## config.mk

```make
export PLATFORM = sky130hd
export DESIGN_NAME = fd_freq_monitor
export DESIGN_NICKNAME = d
export VERILOG_FILES = /design/src/rtl/fd_mon_pkg.sv /design/src/rtl/fd_sync_edge.sv /design/src/rtl/fd_freq_monitor.sv
export SDC_FILE = /design/constraint.sdc
export NUM_CORES = 1
export LEC_CHECK = 0
export ABC_AREA = 1
export BUFFER_PORTS_ARGS = -buffer_cell sky130_fd_sc_hd__buf_2
export CAP_MARGIN = 40
export CORE_MARGIN = 1.5
export CORE_UTILIZATION = 35
export CTS_CLUSTER_SIZE = 28
export DETAILED_ROUTE_END_ITERATION = 16
export SYNTH_ARGS = -nofsm -noshare
export SYNTH_HDL_FRONTEND = slang
export SYNTH_SLANG_ARGS = --single-unit
```

## constraint.sdc

```tcl
create_clock -name clk -period 3.7 [get_ports clk]
set_input_delay 0.37 -clock clk [delete_from_list [all_inputs] [get_ports clk]]
set_output_delay 0.37 -clock clk [all_outputs]
set_load 0.005 [all_outputs]
```

## src/rtl/fd_mon_pkg.sv

```systemverilog
// Shared types and helpers for the frequency monitors.
//   fd_state_e  : measurement FSM states
//   fd_cmp_t    : fast/slow verdict of one window
//   fd_compare  : classify a window count against target +/- tolerance
package fd_mon_pkg;

   typedef enum logic [1:0] {
      IDLE    = 2'd0,
      ARM     = 2'd1,
      MEASURE = 2'd2
   } fd_state_e;

   localparam int FD_CNT_W_DEF = 10;

   typedef struct packed {
      logic fast;
      logic slow;
   } fd_cmp_t;

   // One bit wider than the operands so target+tol and meas+tol never wrap.
   function automatic fd_cmp_t fd_compare(input logic [31:0] meas,
                                          input logic [31:0] target,
                                          input logic [31:0] tol);
      logic [32:0] hi_lim;
      logic [32:0] meas_tol;
      fd_cmp_t     res;
      hi_lim   = {1'b0, target} + {1'b0, tol};
      meas_tol = {1'b0, meas} + {1'b0, tol};
      res.fast = ({1'b0, meas} > hi_lim);
      res.slow = (meas_tol < {1'b0, target});
      return res;
   endfunction

endpackage

```

## src/rtl/fd_sync_edge.sv

```systemverilog
// 2-FF synchronizer followed by a rising-edge detector.
//   clk  : destination clock
//   rst  : synchronous active-high reset
//   din  : asynchronous input
//   rise : one-cycle pulse per synchronized rising edge of din
module fd_sync_edge (
   input  logic clk,
   input  logic rst,
   input  logic din,
   output logic rise
);

   logic sync1;
   logic sync2;
   logic sync3;

   always_ff @(posedge clk) begin
      if (rst) begin
         sync1 <= 1'b0;
         sync2 <= 1'b0;
         sync3 <= 1'b0;
      end else begin
         sync1 <= din;
         sync2 <= sync1;
         sync3 <= sync2;
      end
   end

   assign rise = sync2 & ~sync3;

endmodule

```

## src/rtl/fd_freq_monitor.sv

```systemverilog
// Divided-clock frequency monitor: counts rising edges of div_in over a window
// of WIN_LEN clk cycles, compares against target and tracks lock.
//   clk, rst    : reference clock, synchronous active-high reset
//   en          : measurement enable
//   div_in      : divided clock under test (asynchronous)
//   target      : expected edges per window, sampled at window close
//   meas_cnt    : edge count of last completed window
//   meas_valid  : one-cycle pulse when meas_cnt/fast/slow update
//   fast, slow  : last window above / below tolerance band
//   locked      : LOCK_CNT consecutive in-tolerance windows
//
// state   | meaning
// IDLE    | disabled, counters cleared, meas_cnt held
// ARM     | first window after enable, result discarded while sync pipe fills
// MEASURE | every window close publishes a result
module fd_freq_monitor
   import fd_mon_pkg::*;
#(
   parameter int WIN_LEN  = 256,
   parameter int CNT_W    = FD_CNT_W_DEF,
   parameter int TOL      = 1,
   parameter int LOCK_CNT = 4
) (
   input  logic             clk,
   input  logic             rst,
   input  logic             en,
   input  logic             div_in,
   input  logic [CNT_W-1:0] target,
   output logic [CNT_W-1:0] meas_cnt,
   output logic             meas_valid,
   output logic             fast,
   output logic             slow,
   output logic             locked
);

   localparam int WIN_W   = $clog2(WIN_LEN);
   localparam int MATCH_W = $clog2(LOCK_CNT + 1);
   localparam logic [CNT_W-1:0] CNT_MAX = '1;

   fd_state_e          state;
   logic [WIN_W-1:0]   win_cnt;
   logic [CNT_W-1:0]   edge_cnt;
   logic [MATCH_W-1:0] match_cnt;
   logic               div_rise;
   logic               win_close;
   logic [CNT_W-1:0]   edge_total;
   logic [MATCH_W-1:0] match_next;
   fd_cmp_t            cmp;
   logic               in_tol;

   fd_sync_edge u_sync_edge (
      .clk  (clk),
      .rst  (rst),
      .din  (div_in),
      .rise (div_rise)
   );

   assign win_close = (win_cnt == WIN_W'(WIN_LEN - 1));

   // Includes an edge seen in the current cycle, so a close-cycle edge lands
   // in the closing window.
   assign edge_total = (edge_cnt == CNT_MAX) ? CNT_MAX : edge_cnt + CNT_W'(div_rise);

   assign cmp        = fd_compare(32'(edge_total), 32'(target), 32'(TOL));
   assign in_tol     = ~cmp.fast & ~cmp.slow;
   assign match_next = (match_cnt == MATCH_W'(LOCK_CNT)) ? match_cnt
                                                          : match_cnt + MATCH_W'(1);

   always_ff @(posedge clk) begin
      if (rst) begin
         state      <= IDLE;
         win_cnt    <= '0;
         edge_cnt   <= '0;
         match_cnt  <= '0;
         meas_cnt   <= '0;
         meas_valid <= 1'b0;
         fast       <= 1'b0;
         slow       <= 1'b0;
         locked     <= 1'b0;
      end else begin
         meas_valid <= 1'b0;
         if (!en) begin
            state     <= IDLE;
            win_cnt   <= '0;
            edge_cnt  <= '0;
            match_cnt <= '0;
            fast      <= 1'b0;
            slow      <= 1'b0;
            locked    <= 1'b0;
         end else begin
            case (state)
               IDLE: begin
                  state    <= ARM;
                  win_cnt  <= '0;
                  edge_cnt <= '0;
               end
               ARM, MEASURE: begin
                  if (win_close) begin
                     state    <= MEASURE;
                     win_cnt  <= '0;
                     edge_cnt <= '0;
                     if (state == MEASURE) begin
                        meas_cnt   <= edge_total;
                        fast       <= cmp.fast;
                        slow       <= cmp.slow;
                        meas_valid <= 1'b1;
                        if (in_tol) begin
                           match_cnt <= match_next;
                           locked    <= (match_next == MATCH_W'(LOCK_CNT));
                        end else begin
                           match_cnt <= '0;
                           locked    <= 1'b0;
                        end
                     end
                  end else begin
                     win_cnt  <= win_cnt + WIN_W'(1);
                     edge_cnt <= edge_total;
                  end
               end
               default: state <= IDLE;
            endcase
         end
      end
   end

endmodule

```

==> flow_metrics.env <==
export IMPL_status="complete, no violations"
export IMPL_cp_arrival_ns=3.30
export IMPL_relSlewSlack_pct=52.9
export IMPL_clockRootBuffer="clkbuf_8"
export IMPL_clockPowerShare_pct=44.5
export IMPL_drtIter0Drc=84
export IMPL_regArea_um2=801
export IMPL_crit_slowest_cell="dfxtp_1"
export IMPL_syn_avg_cell_area_um2=6.98
export IMPL_place_gp_congestion=0.789
export IMPL_num_io_pins=28
export IMPL_overflow=0
export IMPL_dieArea_mm2=0.00842
export IMPL_fp_dieW_um=91.8
export IMPL_leakage_nw=1.55
export IMPL_period_needed_ns=3.12
export IMPL_port_buffers=27
export IMPL_start_util_pct=35.9
export IMPL_r2r_start="u_sync_edge.sync2$_SDFF_PP0_"
export IMPL_area_growth_pct=14.1
export IMPL_netSwitchingPower_w=0.000203
export IMPL_num_fill_cells=814
export IMPL_htree_levels=2
export IMPL_final_instance_count_excl_fill=530
export IMPL_fin_nets=472
export IMPL_fin_worst_skew_ns=0.0106
export IMPL_vias=2504
export IMPL_setup_viol=0
export IMPL_fmax_ghz=0.320
export IMPL_synth_ff_type="dfxtp_1"
export IMPL_cts_tree="built"
export IMPL_switching_share_pct=22.6
export IMPL_synth_top_area_cell="dfxtp_1"
export IMPL_synth_distinct_cells=29
export IMPL_cp_data_required_time_ns=3.88
export IMPL_row_count=32
export IMPL_async_flop_share_pct=0
export IMPL_path_class="register to register"
export IMPL_grt_pass1_vias=2381
export IMPL_core_mm2=0.00769
export IMPL_worst_path_max_fanout=7
export IMPL_numClockSinks=40
export IMPL_cts_setup_buffers=0
export IMPL_whs_ns=0.279
export IMPL_utilization_pct=40.9
export IMPL_wl_per_cell_um=11.8
export IMPL_clk_latency_ns=0.30
export IMPL_placed_cells=522
export IMPL_ctsResizeCount=0
export IMPL_grt_max_degree=19
export IMPL_wirelength_um=6260
export IMPL_yosysSeqAreaShare_pct=29.0
export IMPL_clk_pin_slew_worst_paths_ns=0.08
export IMPL_clock_path_buffers=2
export IMPL_drv_slew=0
export IMPL_dp_hpwl_um=4890
export IMPL_synth_top_area_share_pct=29.0
export IMPL_num_antenna_cells=0
export IMPL_die_y_um=91.8
export IMPL_synth_edff_count=0
export IMPL_finalCritPeriodShare_pct=84.4
export IMPL_via_per_inst=4.72
export IMPL_yosys_top_cells_count="nand2_1, inv_1, dfxtp_1"
export IMPL_cts_buffers=5
export IMPL_synthTopCellsByArea="dfxtp_1, ha_1, nand2_1"
export IMPL_max_cap_violations=0
export IMPL_grt_total_usage_pct=16.0
export IMPL_finalHoldViolations=0
export IMPL_irDropWorstVdd_v=0.000192
export IMPL_p_per_area_mw_per_mm2=285
export IMPL_yosysWarnings=0
export IMPL_worstPathCellList="inv_1, nor2_1, ha_1, ha_1, inv_1, nor2_4, xnor2_1, nand2_2, nand2_1, nor2_1, nand2_1, nor3_2, xor2_1, inv_1, ha_1, nand2_1, inv_1, nand2_1, nand2_1, a21oi_1, nand2_2, nand3_1, a21oi_1"
export IMPL_ys_ff_latch=40
export IMPL_internal_power_w=0.000694
export IMPL_drc=0
export IMPL_dr_pass1_iters=4
export IMPL_worst_slew_pin_slew_ns=0.700
export IMPL_cp_start_kind="register"
export IMPL_ant_nets=0
export IMPL_drive_gt1_share_pct=12.9
export IMPL_max_stage_delay_ns=0.33
export IMPL_synthesis_area_mm2=0.00276
export IMPL_cp_end_kind="register"
export IMPL_seq_power_share_pct=48.3
export IMPL_min_from="div_in"
export IMPL_postSynthCellCount=395
export IMPL_rsz0062_at_grt="false"
export IMPL_power_frac_comb_pct=7.2
export IMPL_multi_input_area_mm2=0.00169
export IMPL_synth_fp_nets=440
export IMPL_hold_buffers=0
export IMPL_grt_pass1_wl_um=10900
export IMPL_hold_class="primary input to register"
export IMPL_crit_top_cell="nand2_1"
export IMPL_cp_startpoint="u_sync_edge.sync2$_SDFF_PP0_"
export IMPL_antenna_found_initial=0
export IMPL_fin_setup_tns_ns=0
export IMPL_yosysMostFrequentCell="nand2_1"
==> power by group through the flow <==
| stage | Sequential (W) | Combinational, W | Clock [W] |
|---|---|---|---|
| 3_5_place_dp | 0.000444 | 0.0000642 | 0 |
| 5_1_grt | 0.000434 | 0.0000749 | 0.000427 |
| 3_3_place_gp | 0.000444 | 0.0000630 | 0 |
| 4_1_cts | 0.000433 | 0.0000648 | 0.000409 |
| 6_report | 0.000433 | 0.0000644 | 0.000400 |
| 2_1_floorplan | 0.000443 | 0.0000391 | 0 |
==> path summary, 6_finish.rpt <==
check | end | slack [ns] | cells past startpoint
worst max-delay path | locked$_SDFFE_PP0P_ | 0.58 | 23
worst min register to register | u_sync_edge.sync2$_SDFF_PP0_ | 0.41 | 2
worst max register to register | locked$_SDFFE_PP0P_ | 0.58 | 23
worst min-delay path | u_sync_edge.sync1$_SDFF_PP0_ | 0.28 | 3
==> critical path, delay by kind of cell, from the launching register on <==
| kind | cells | cell delay (ns) |
|---|---|---|
| buf+inv | 4 | 0.21 |
| compound gates | 2 | 0.22 |
| simple gates | 12 | 1.21 |
| xor+xnor | 2 | 0.26 |
| flops | 1 | 0.33 |
| fa+ha+maj | 3 | 0.76 |
==> layout by cell type, fill, tap and decap left out, types with 2 or more instances in the layout <==
master	count
xor2_1	14
nor2_4	3
inv_1	66
nand3b_1	3
nand3_2	3
ha_1	31
clkbuf_8	7
nor3_1	3
buf_4	2
nand2_2	6
buf_2	27
a21oi_1	35
nand2_1	83
nand3_1	26
xnor2_1	7
nor2_2	2
o21ai_0	19
nand4_1	5
nor2_1	35
dfxtp_1	40
==> layer usage <==
metal	GRT usage, %	vias to the layer above	wire [um]
met5	0	-	0
met4	4.62	0	89
met3	2.82	7	176
met2	26.8	26	2880
met1	21.0	1142	3120
li1	-	1329	-
==> registers in the layout, summed over array words and instances, names as in the netlist <==
register and flops:
fast 1, state 2, win_cnt 8, edge_cnt 10, u_sync_edge.sync2 1, u_sync_edge.sync3 1, slow 1, locked 1
u_sync_edge.sync1 1, match_cnt 3, meas_cnt 10, meas_valid 1
==> stage by stage <==
stage / power [W] / setup slack (ns) / area, um2
floorplan: 0.000482 / 0.923 / 2760
finish: 0.000898 / 0.578 / 3150
detailed placement: 0.000508 / 0.571 / 3020
CTS: 0.000907 / 0.546 / 3150
global route: 0.000935 / 0.225 / 3150
global placement: 0.000506 / 0.647 / 3010
==> cells by family (layout without fill, tap and decap cells) <==
kind of cell	count (synthesis)	after routing	share of synthesized area, %
buffers and inverters	71	104	9.70
flip-flops	40	40	29.0
XOR/XNOR	21	21	6.67
AO/OA/AOI/OAI	59	59	11.2
AND/OR/NAND/NOR	173	173	29.3
adder cells (fa/ha/maj)	31	31	14.1
==> area by class of cell <==
cell class,instances,area share [%]
Sequential cell,40,25.4
Multi-Input combinational cell,284,53.7
Clock inverter,1,0.954
Inverter,67,7.99
Tap cell,102,4.06
Clock buffer,7,3.06
Timing Repair Buffer,29,4.77
Note: power is estimated with default switching activity, not from simulation.
